$ cat config.mk
export PLATFORM = sky130hd
export DESIGN_NAME = dht11_responder
export DESIGN_NICKNAME = d
export VERILOG_FILES = /design/src/rtl/dht11_responder.sv
export SDC_FILE = /design/constraint.sdc
export NUM_CORES = 1
export LEC_CHECK = 0
export CORE_MARGIN = 2
export CORE_UTILIZATION = 40
export DETAILED_ROUTE_END_ITERATION = 8
export HOLD_SLACK_MARGIN = 0.1
export PLACE_DENSITY = 0.6
export SYNTH_ARGS = -nofsm -noshare
export SYNTH_HDL_FRONTEND = slang
export SYNTH_SLANG_ARGS = --single-unit
$ cat constraint.sdc
create_clock -name clk -period 8.9 [get_ports clk]
set_input_delay 1.335 -clock clk [delete_from_list [all_inputs] [get_ports clk]]
set_output_delay 1.335 -clock clk [all_outputs]
set_load 0.03 [all_outputs]
$ cat src/rtl/dht11_responder.sv
// rtl/dht11_responder.sv - DHT11 sensor emulator answering a host start pulse with ack and 40-bit frame
module dht11_responder #(
    parameter int CLKS_PER_US   = 50,
    parameter int START_MIN_US  = 18000,
    parameter int RESP_DELAY_US = 30,
    parameter int ACK_LOW_US    = 80,
    parameter int ACK_HIGH_US   = 80,
    parameter int BIT_LOW_US    = 50,
    parameter int BIT0_HIGH_US  = 27,
    parameter int BIT1_HIGH_US  = 70
) (
    input  logic       clk,
    input  logic       reset,
    input  logic       dq_in,
    output logic       dq_oe,
    input  logic [7:0] humid_int,
    input  logic [7:0] humid_dec,
    input  logic [7:0] temp_int,
    input  logic [7:0] temp_dec,
    output logic       busy,
    output logic       frame_done
);
    localparam int PW = (CLKS_PER_US > 1) ? $clog2(CLKS_PER_US) : 1;

    typedef enum logic [2:0] {
        S_IDLE, S_START_LOW, S_RESP_DELAY, S_ACK_LOW,
        S_ACK_HIGH, S_BIT_LOW, S_BIT_HIGH, S_END_LOW
    } state_t;

    state_t        state_q, state_d;
    logic          sync1_q, sync2_q;
    logic [PW-1:0] pre_q;
    logic [14:0]   us_q;
    logic [39:0]   shift_q, shift_d;
    logic [5:0]    idx_q, idx_d;
    logic          done_q, done_d;
    logic          tick;
    logic          line;
    logic [7:0]    checksum;
    logic [31:0]   us_seen;

    // True on the tick that completes n microseconds in the current state.
    function automatic logic elapsed(input logic [14:0] cnt, input logic t, input int n);
        return t && (({17'd0, cnt} + 32'd1) == 32'(n));
    endfunction

    assign line       = sync2_q;
    assign tick       = (pre_q == PW'(CLKS_PER_US - 1));
    assign checksum   = humid_int + humid_dec + temp_int + temp_dec;
    // Includes the tick landing on the release edge, so an exact START_MIN_US pulse is accepted.
    assign us_seen    = {17'd0, us_q} + (tick ? 32'd1 : 32'd0);
    assign busy       = !(state_q == S_IDLE || state_q == S_START_LOW);
    assign frame_done = done_q;

    always_comb begin
        state_d = state_q;
        shift_d = shift_q;
        idx_d   = idx_q;
        done_d  = 1'b0;
        dq_oe   = 1'b0;
        case (state_q)
            S_IDLE: begin
                if (!line) state_d = S_START_LOW;
            end
            S_START_LOW: begin
                if (line) begin
                    if (us_seen >= 32'(START_MIN_US)) begin
                        state_d = S_RESP_DELAY;
                        shift_d = {humid_int, humid_dec, temp_int, temp_dec, checksum};
                    end else begin
                        state_d = S_IDLE;
                    end
                end
            end
            S_RESP_DELAY: begin
                if (elapsed(us_q, tick, RESP_DELAY_US)) state_d = S_ACK_LOW;
            end
            S_ACK_LOW: begin
                dq_oe = 1'b1;
                if (elapsed(us_q, tick, ACK_LOW_US)) state_d = S_ACK_HIGH;
            end
            S_ACK_HIGH: begin
                if (elapsed(us_q, tick, ACK_HIGH_US)) begin
                    state_d = S_BIT_LOW;
                    idx_d   = 6'd0;
                end
            end
            S_BIT_LOW: begin
                dq_oe = 1'b1;
                if (elapsed(us_q, tick, BIT_LOW_US)) state_d = S_BIT_HIGH;
            end
            S_BIT_HIGH: begin
                if (elapsed(us_q, tick, shift_q[39] ? BIT1_HIGH_US : BIT0_HIGH_US)) begin
                    shift_d = {shift_q[38:0], 1'b0};
                    idx_d   = idx_q + 6'd1;
                    state_d = (idx_q == 6'd39) ? S_END_LOW : S_BIT_LOW;
                end
            end
            S_END_LOW: begin
                dq_oe = 1'b1;
                if (elapsed(us_q, tick, BIT_LOW_US)) begin
                    state_d = S_IDLE;
                    done_d  = 1'b1;
                end
            end
            default: state_d = S_IDLE;
        endcase
    end

    always_ff @(posedge clk) begin
        if (reset) begin
            sync1_q <= 1'b1;
            sync2_q <= 1'b1;
            state_q <= S_IDLE;
            pre_q   <= '0;
            us_q    <= '0;
            shift_q <= '0;
            idx_q   <= '0;
            done_q  <= 1'b0;
        end else begin
            sync1_q <= dq_in;
            sync2_q <= sync1_q;
            state_q <= state_d;
            shift_q <= shift_d;
            idx_q   <= idx_d;
            done_q  <= done_d;
            if (state_d != state_q) begin
                pre_q <= '0;
                us_q  <= '0;
            end else begin
                pre_q <= tick ? '0 : pre_q + PW'(1);
                if (tick && (us_q != '1)) us_q <= us_q + 15'd1;
            end
        end
    end
endmodule

Word-level counts from Yosys, hierarchy flattened
Index checks and enable logic that the tools add are counted.
{"block": "word_totals", "register_bits": 73, "inputBits": 35, "out_inout_bits": 3, "word_cells": 75}
{"block": "classes", "n_bitwise": 1, "muxes": 22, "n_lt_le_gt_ge": 1, "eq_ne": 19, "addsub": 8, "reduce_logical": 16}
{"cell": "40-bit 2-to-1 mux", "count": 3}
{"cell": "40-bit one-hot mux with 2 select lines", "count": 1}
{"cell": "32-bit by 5-bit == test with 1-bit output, second input constant", "count": 1}
{"cell": "32-bit by 7-bit == test with 1-bit output", "count": 1}
{"cell": "32-bit by 7-bit == test with 1-bit output, second input constant", "count": 1}
{"cell": "8-bit adder", "count": 3}
{"cell": "3-bit 2-to-1 mux", "count": 8}
{"cell": "3-bit one-hot mux with 8 select lines", "count": 1}
{"cell": "15-bit by 1-bit adder with 16-bit output", "count": 1}
{"cell": "15-bit by 1-bit adder with 16-bit output, second input constant", "count": 1}
{"cell": "16-bit by 6-bit == test with 1-bit output, second input constant", "count": 1}
{"cell": "16-bit by 15-bit greater-or-equal comparator with 1-bit output, second input constant", "count": 1}
{"cell": "15-bit by 1-bit adder with 15-bit output, second input constant", "count": 1}
{"cell": "15-bit != test, second input constant", "count": 1}
{"cell": "6-bit by 1-bit adder with 6-bit output, second input constant", "count": 2}
{"cell": "3-bit == test, second input constant", "count": 4}
{"cell": "6-bit == test, second input constant", "count": 2}
{"cell": "6-bit 2-to-1 mux", "count": 2}
{"cell": "6-bit one-hot mux with 2 select lines", "count": 1}
{"cell": "7-bit 2-to-1 mux", "count": 1}
{"cell": "3-bit by 2-bit == test with 1-bit output, second input constant", "count": 2}
{"cell": "2-bit != test, second input constant", "count": 3}
{"cell": "3-bit OR reduction", "count": 2}
{"cell": "1-bit logical AND", "count": 5}
{"cell": "13 further kinds", "count": 18}

Logic depth before layout (Yosys ltp)
Gate-level depths: netlist (run 1).
{"block": "logic_depth", "word_depth": 9, "depth_mapped": 16, "ltp_nobuf": 15}

Worst setup path after synthesis (run 1)
OpenSTA, ideal clock, no wires.
{"block": "synth_timing", "path_type": "input -> register", "from": "input humid_int[1]", "to": "register shift_q[7]", "path_buffers": 0, "path_slack_ns": 5.050, "t_arrival_ns": 3.723, "stages": 13, "setup_time_ns": 0.128, "t_required_ns": 8.772, "cell_sequence": "fa_1 fa_1 ha_1 inv_1 fa_1 nor2b_1 nor3_1 o21bai_1 a21oi_1 xnor2_1 a21oi_1 mux2i_1 nor2_1"}
{"block": "synth_via", "elab_chain_cells": 6}
{"item": "start, declared", "line_no": "16", "rtl": "input logic [7:0] humid_int,"}
{"item": "8-bit adder (3 in a row)", "line_no": "49", "rtl": "assign checksum = humid_int + humid_dec + temp_int + temp_dec;"}
{"item": "40-bit 2-to-1 mux", "line_no": "67", "rtl": "if (us_seen >= 32'(START_MIN_US)) begin"}
{"item": "40-bit 2-to-1 mux", "line_no": "66", "rtl": "if (line) begin"}
{"item": "40-bit one-hot mux with 2 select lines", "line_no": "61", "rtl": "case (state_q)"}
{"item": "end signal, assigned", "line_no": "124", "rtl": "shift_q <= shift_d;"}
{"item": "end, declared", "line_no": "34", "rtl": "logic [39:0] shift_q, shift_d;"}
No other way between the ends. The select of a mux whose other input is x is not followed.
A chain may end at the register's enable or synchronous reset.

Worst setup path in the final report (run 1)
{"block": "layout_timing", "from": "register us_q[1]", "to": "register us_q[14]"}
{"block": "layout_via", "elab_chain_cells": 7, "elab_cells_between_ends": 25, "cone_classes": "add/sub (3); order compare (1); eq/ne (6); mux (9); reduce/logical (6)"}
{"item": "start, declared", "line_no": "33", "rtl": "logic [14:0] us_q;"}
{"item": "start signal, assigned", "line_no": "132", "rtl": "if (tick && (us_q != '1)) us_q <= us_q + 15'd1;"}
{"item": "15-bit by 1-bit adder with 16-bit output (on tied branches)", "line_no": "51, 44"}
{"item": "16-bit by 15-bit greater-or-equal comparator with 1-bit output (tied with other cells)", "line_no": "67"}
{"item": "2-bit 2-to-1 mux / 1-bit logical AND (equally long branches)", "line_no": "67, 44"}
{"item": "3-bit 2-to-1 mux (tied with other cells)", "line_no": "66"}
{"item": "3-bit one-hot mux with 8 select lines", "line_no": "61"}
{"item": "3-bit != test", "line_no": "127", "rtl": "if (state_d != state_q) begin"}
{"item": "2-bit OR reduction (no source line)"}
Parallel ways exist; a longest one is shown, timed or not.

==> results of run 1 <==
[stage by stage]
step | cell area, um2 | cells
6_report | 5480 | 713
5_1_grt | 5480 | 713
4_1_cts | 5480 | 713
3_5_place_dp | 5200 | 699
3_3_place_gp | 5200 | 699
2_1_floorplan | 4820 | 557
[worst register-to-register path, cell delays in order, from the launching register on]
cell,delay [ps]
dfxtp_1,650
ha_1,400
nand3_1,420
nor4_2,590
xnor2_1,240
o2111ai_2,260
or4_1,710
a21oi_2,180
a22o_1,760
nor3_1,100
[sequential cells by signal, summed over array words and instances (netlist names)]
register	flops
state_q	3
us_q	15
frame_done	1
line	1
shift_q	40
pre_q	6
sync1_q	1
idx_q	6
[cells in the mapped netlist, types with 3 or more instances]
cell type	instances
dfxtp_1	73
nor2_1	70
mux2i_1	41
a211oi_1	39
nand2_1	32
xnor2_1	27
a21oi_1	23
clkbuf_1	22
o21ai_0	21
nand3_1	18
buf_2	15
ha_1	15
fa_1	14
inv_1	11
nor3_1	11
nor3_2	10
xor2_1	10
nor4_1	9
and3_1	7
nand4_1	6
or3_1	6
a21o_1	4
nand2b_1	4
nor2b_1	4
or2_2	4
and2_1	3
buf_4	3
nor4_2	3
o211ai_1	3
o31ai_1	3
[kinds of logic (layout without fill, tap and decap cells)]
group / count (synthesis) / after routing / share of synthesized area [%]
fa+ha+maj: 29 / 29 / 9.71
mux: 41 / 41 / 8.51
compound gates: 116 / 116 / 16.6
buf+inv: 57 / 66 / 5.35
flops: 73 / 73 / 30.3
simple gates: 204 / 204 / 22.8
xor+xnor: 37 / 37 / 6.72
[metal layers]
metal	GRT usage [%]	up-vias	routed length, um
met5	0	-	0
met4	4.80	0	111
met3	4.89	9	406
met2	28.8	55	5220
met1	24.4	1872	5400
li1	-	2023	-
[where the power goes]
part | leakage [nW] | total, mW | internal (mW) | switching [mW]
Clock | 0.137 | 0.358 | 0.221 | 0.137
Combinational | 1.34 | 0.144 | 0.0717 | 0.0726
Sequential | 0.591 | 0.340 | 0.335 | 0.00504
[cell type report]
cell class              count  area share (%)
multi-input cells         427            56.9
flip-flops and latches     73            26.7
repair buffers             40            7.08
clock buffers              11            4.43
well taps                 147            3.36
inverters                  12           0.822
clock inverters             3           0.776
[worst paths after layout]
check | start | slack (ps) | cells past startpoint | end
max | us_q[1] | 4430 | 9 | us_q[14]
min | sync1_q | 430 | 1 | line
max reg2reg | us_q[1] | 4430 | 9 | us_q[14]
min reg2reg | sync1_q | 430 | 1 | line
==> impl_results.md, run 1 <==
- Initial antenna violation count: 0
- Total gr overflow: 0
- Critical path class: register to register
- Cts repair resizes: 0
- Final worst slack: 4430 ps
- Antenna-violating nets left: 0
- Layout Nets: 627
- Final setup vio count: 0
- Syn Nets: 621
- Worst-margin pin slew: 923 ps
- Core area: 11,900 um2
- Number of global-route vias before repair: 3,726
- Tot GR Track Use: 18.1%
- Gpl congestion: 0.854
- Delay-heaviest family, CP: simple AND/OR/NAND/NOR gates
- Global-route wire length before repair: 18,600 um
- Worst-path clk slew: 60 ps
- Power per cell area: 154 nW/um2
- Final setup TNS: 0 ps
- Setup crit end kind: register
- CP max stage cell: a22o_1
- Crit path launch type: register
- Die width: 114 um
- WP data required: 9090 ps
- Ys async rst share: 0%
- Wire per inst: 15.6 um
- H-Tree Level Count: 3
- Most frequent cells in the layout: dfxtp_1 (73), nor2_1 (70), mux2i_1 (41), a211oi_1 (39), clkdlybuf4s50_1 (36)
- Unique masters post-synth: 66
- Final hold vios: 0
- Crit path DAT: 4650 ps
- Vias: 3,959
- Reg area: 1460 um2
- Filler instances: 1,153
- Ys Warns: 0
- Slew headroom: 38.5%
- Synth Flop Type: dfxtp_1
- Area Overhead vs Synth: 13.7%
- Drt initial violations: 218
- Chip height: 114 um
- Total power: 843 uW
- Post-synth top area cell: dfxtp_1
- Average via count per standard cell: 5.55
- Max-slew violation count: 0
- I/O Buffers: 37
- Pre-CTS WS: 4330 ps
- Half-perimeter wire length after placement: 7830 um
- # diodes: 0
- Syn_area_per_cell: 8.66 um2
- Footprint of the multi-input gates: 3120 um2
- Layout cells sized above 1: 7.77%
- Max cap viols: 0
- Final WL: 11,100 um
- Syn Std Cell Area: 4820 um2
- Hold buffer count at CTS: 0
- Status: finished, final reports clean
- Root buffer cell: clkbuf_16
- Ports: 38
- CTS tree: done
- Number of setup buffers added after CTS: 0
- Peak VDD IR: 0.111 mV
- Number of detailed-route iterations in the first pass: 4
- Synth top area share: 30.3%
- Most common cell after layout, fill and taps aside: dfxtp_1
- Clock Path Buffers: 2
- Clock latency on the worst-skew pair: 340 ps
- Flops & latches, synth: 73
- Row cnt: 40
- Worst-case clock skew: 5.78 ps
- Critical Path Max Stage Delay: 760 ps
- Hold Path Class: register to register
- Worst hold margin: 428 ps
- Gate Count Post-Synth: 557
- Die ar.: 12,900 um2
- P_leak: 2.07 nW
- EDFF count, synth: 0
- Initial Utilization: 40.5%
- RSZ-0062 raised after global routing: no
- CTS sink cnt: 73
- Detailed-route DRC error count: 0
- Maximum fanout along the worst path: 17
- Synth top area cells: dfxtp_1 (30%), mux2i_1 (8.5%), a211oi_1 (6.1%)
- Largest net degree at the start of global routing: 79
- Cts bufs inserted: 9
- Crit path buf inv count: 0
- Critical Path, Cell by Cell: ha_1 > nand3_1 > nor4_2 > xnor2_1 > o2111ai_2 > or4_1 > a21oi_2 > a22o_1 > nor3_1
- Post-synthesis sequential area ratio: 30.3%
- Fin util: 46.0%
- F_max: 224 MHz
- Final Cycle Share: 50.2%
- Minimum clock period: 4470 ps
(Power assumes the default switching activity.)
==> inputs of run 2 (changes only) <==
- PLACE_DENSITY: 0.6 -> 0.63
- clock period: 8.9 -> 3.65 ns (I/O delays scaled with it)
==> impl_results.md, run 2 (synthesis results as in run 1) <==
- Status: finished, final reports clean
- Final Cycle Share: 92.8%
- Worst-case clock skew: 6.83 ps (+1.05 ps)
- I/O Buffers: 37 (unchanged)
- Largest net degree at the start of global routing: 71 (-10%)
- Root buffer cell: clkbuf_16
- Most frequent cells in the layout: dfxtp_1 (73), nor2_1 (70), mux2i_1 (41), a211oi_1 (39), clkdlybuf4s50_1 (36)
- Total gr overflow: 0 (unchanged)
- Final hold vios: 0 (unchanged)
- Max cap viols: 0 (unchanged)
- Wire per inst: 16.0 um (+2.3%)
- Peak VDD IR: 0.284 mV (+160%)
- Tot GR Track Use: 18.6% (+0.48 points)
- CTS tree: done
- Critical path class: primary input to register
- Clock latency on the worst-skew pair: 340 ps (about the same)
- # diodes: 0 (unchanged)
- CP max stage cell: clkdlybuf4s50_1
- Average via count per standard cell: 5.62 (+1.2%)
- Layout Nets: 647 (+3.2%)
- Biggest regs: shift_q (40), us_q (15)
- Die width: 114 um (unchanged)
- Layout cells sized above 1: 11.7% (+4.0 points)
- Clock Path Buffers: 2 (unchanged)
- Number of detailed-route iterations in the first pass: 4 (unchanged)
- Most frequent CP cell: fa_1
- RSZ-0062 raised after global routing: no
- Core area: 11,900 um2 (unchanged)
- Design area: 5720 um2 (+4.3%)
- Slew headroom: 45.8% (+7.3 points)
- Fin util: 48.0% (+2.0 points)
- CTS sink cnt: 73 (unchanged)
- Final setup vio count: 0 (unchanged)
- Critical Path Max Stage Delay: 530 ps (-230 ps)
- Row cnt: 40 (unchanged)
- Worst-margin pin slew: 813 ps (-109 ps)
- P_leak: 2.17 nW (+4.9%)
- Largest register FFs: 40 (unchanged)
- H-Tree Level Count: 3 (unchanged)
- Die ar.: 12,900 um2 (unchanged)
- Ports: 38 (unchanged)
- Delay-heaviest family, CP: adder cells
- Half-perimeter wire length after placement: 8150 um (+4.0%)
- Placed insts: 714 (+2.1%)
- Placed Instance Area: 5350 um2 (+2.9%)
- Setup crit end kind: register
- Reg area: 1460 um2 (unchanged)
- Crit path buf inv count: 2 (+2)
- Post-Layout Cell Count: 735 (+3.1%)
- Worst-path clk slew: 60 ps (about the same)
- Maximum fanout along the worst path: 2 (-15)
- Crit path launch type: primary input
- Power per cell area: 351 nW/um2 (+130%)
- Detailed-route DRC error count: 0 (unchanged)
- Hold buffer count at CTS: 0 (unchanged)
- Critical Path, Cell by Cell: clkdlybuf4s50_1 > fa_1 > fa_1 > ha_1 > inv_1 > fa_1 > nor2b_1 > nor3_1 > o21bai_1 > a21oi_1 > xnor2_1 > a21oi_1 > mux2i_1 > nor2_1
- Minimum clock period: 3390 ps
- Final WL: 11,700 um (+5.5%)
- F_max: 295 MHz
- Final setup TNS: 0 ps (unchanged)
- Worst hold margin: 405 ps (-22.6 ps)
- Largest reg by FF count: shift_q
- Footprint of the multi-input gates: 3140 um2 (+0.64%)
- Initial antenna violation count: 0 (unchanged)
- Drt initial violations: 299 (+37%)
- Cts bufs inserted: 9 (unchanged)
- Area Overhead vs Synth: 18.6%
- Number of global-route vias before repair: 3,868 (+3.8%)
- Chip height: 114 um (unchanged)
- Max-slew violation count: 0 (unchanged)
- Vias: 4,129 (+4.3%)
- Antenna-violating nets left: 0 (unchanged)
- Most common cell after layout, fill and taps aside: dfxtp_1
- Gpl congestion: 0.865 (+1.3%)
- WP data required: 3850 ps (-5240 ps)
- Hold Path Class: register to register
- Filler instances: 1,145 (-0.69%)
- Initial Utilization: 40.5% (unchanged)
- Global-route wire length before repair: 19,200 um (+3.2%)
- Crit path DAT: 3590 ps (-1060 ps)
-- run 2: cell types whose count changed in the layout (fill, tap and decap cells not counted), moves of 2 or more --
cell        before  now
clkbuf_16        9   11
buf_4            3   17
buf_12           0    4
clkinvlp_4       1    3
-- run 2: worst paths after layout --
check / start / cells past startpoint / slack, ps / to
setup reg to reg: pre_q[0] / 16 / 290 / shift_q[36]
hold / removal: sync1_q / 1 / 410 / line
setup / recovery: humid_dec[1] / 14 / 260 / shift_q[7]
hold reg to reg: sync1_q / 1 / 410 / line
-- run 2: power by group --
group	internal, mW	switching, mW	total [mW]
Sequential	0.817	0.0129	0.830
Combinational	0.187	0.183	0.370
Clock	0.458	0.347	0.805
-- run 2: area by class of cell --
class / instances / area share (%)
multi-input cells: 427 / 54.9
flip-flops and latches: 73 / 25.6
repair buffers: 60 / 10.9
clock buffers: 11 / 4.07
well taps: 147 / 3.22
inverters: 12 / 0.788
clock inverters: 5 / 0.569
-- run 2: repair_timing --
item | 4_1_cts | 5_1_grt
gates resized for setup | 0 | 4
endpoints found under the setup margin | 0 | 40
buffers inserted | 0 | 3
-- run 2: metrics by stage --
stage | setup slack, ps | power (mW)
2_1_floorplan | 587 | 1.10
3_3_place_gp | -15.2 | 1.20
3_5_place_dp | -75.8 | 1.21
4_1_cts | 123 | 2.02
5_1_grt | 21.5 | 2.10
6_report | 262 | 2.00
-- run 2: metal layers --
metal	share of wire [%]	vias up	wire, um	GRT usage [%]
li1	-	2047	-	-
met1	45	1964	5320	23.4
met2	48	101	5660	31.3
met3	4.5	17	529	4.89
met4	2.0	0	235	5.61
met5	0	-	0	0
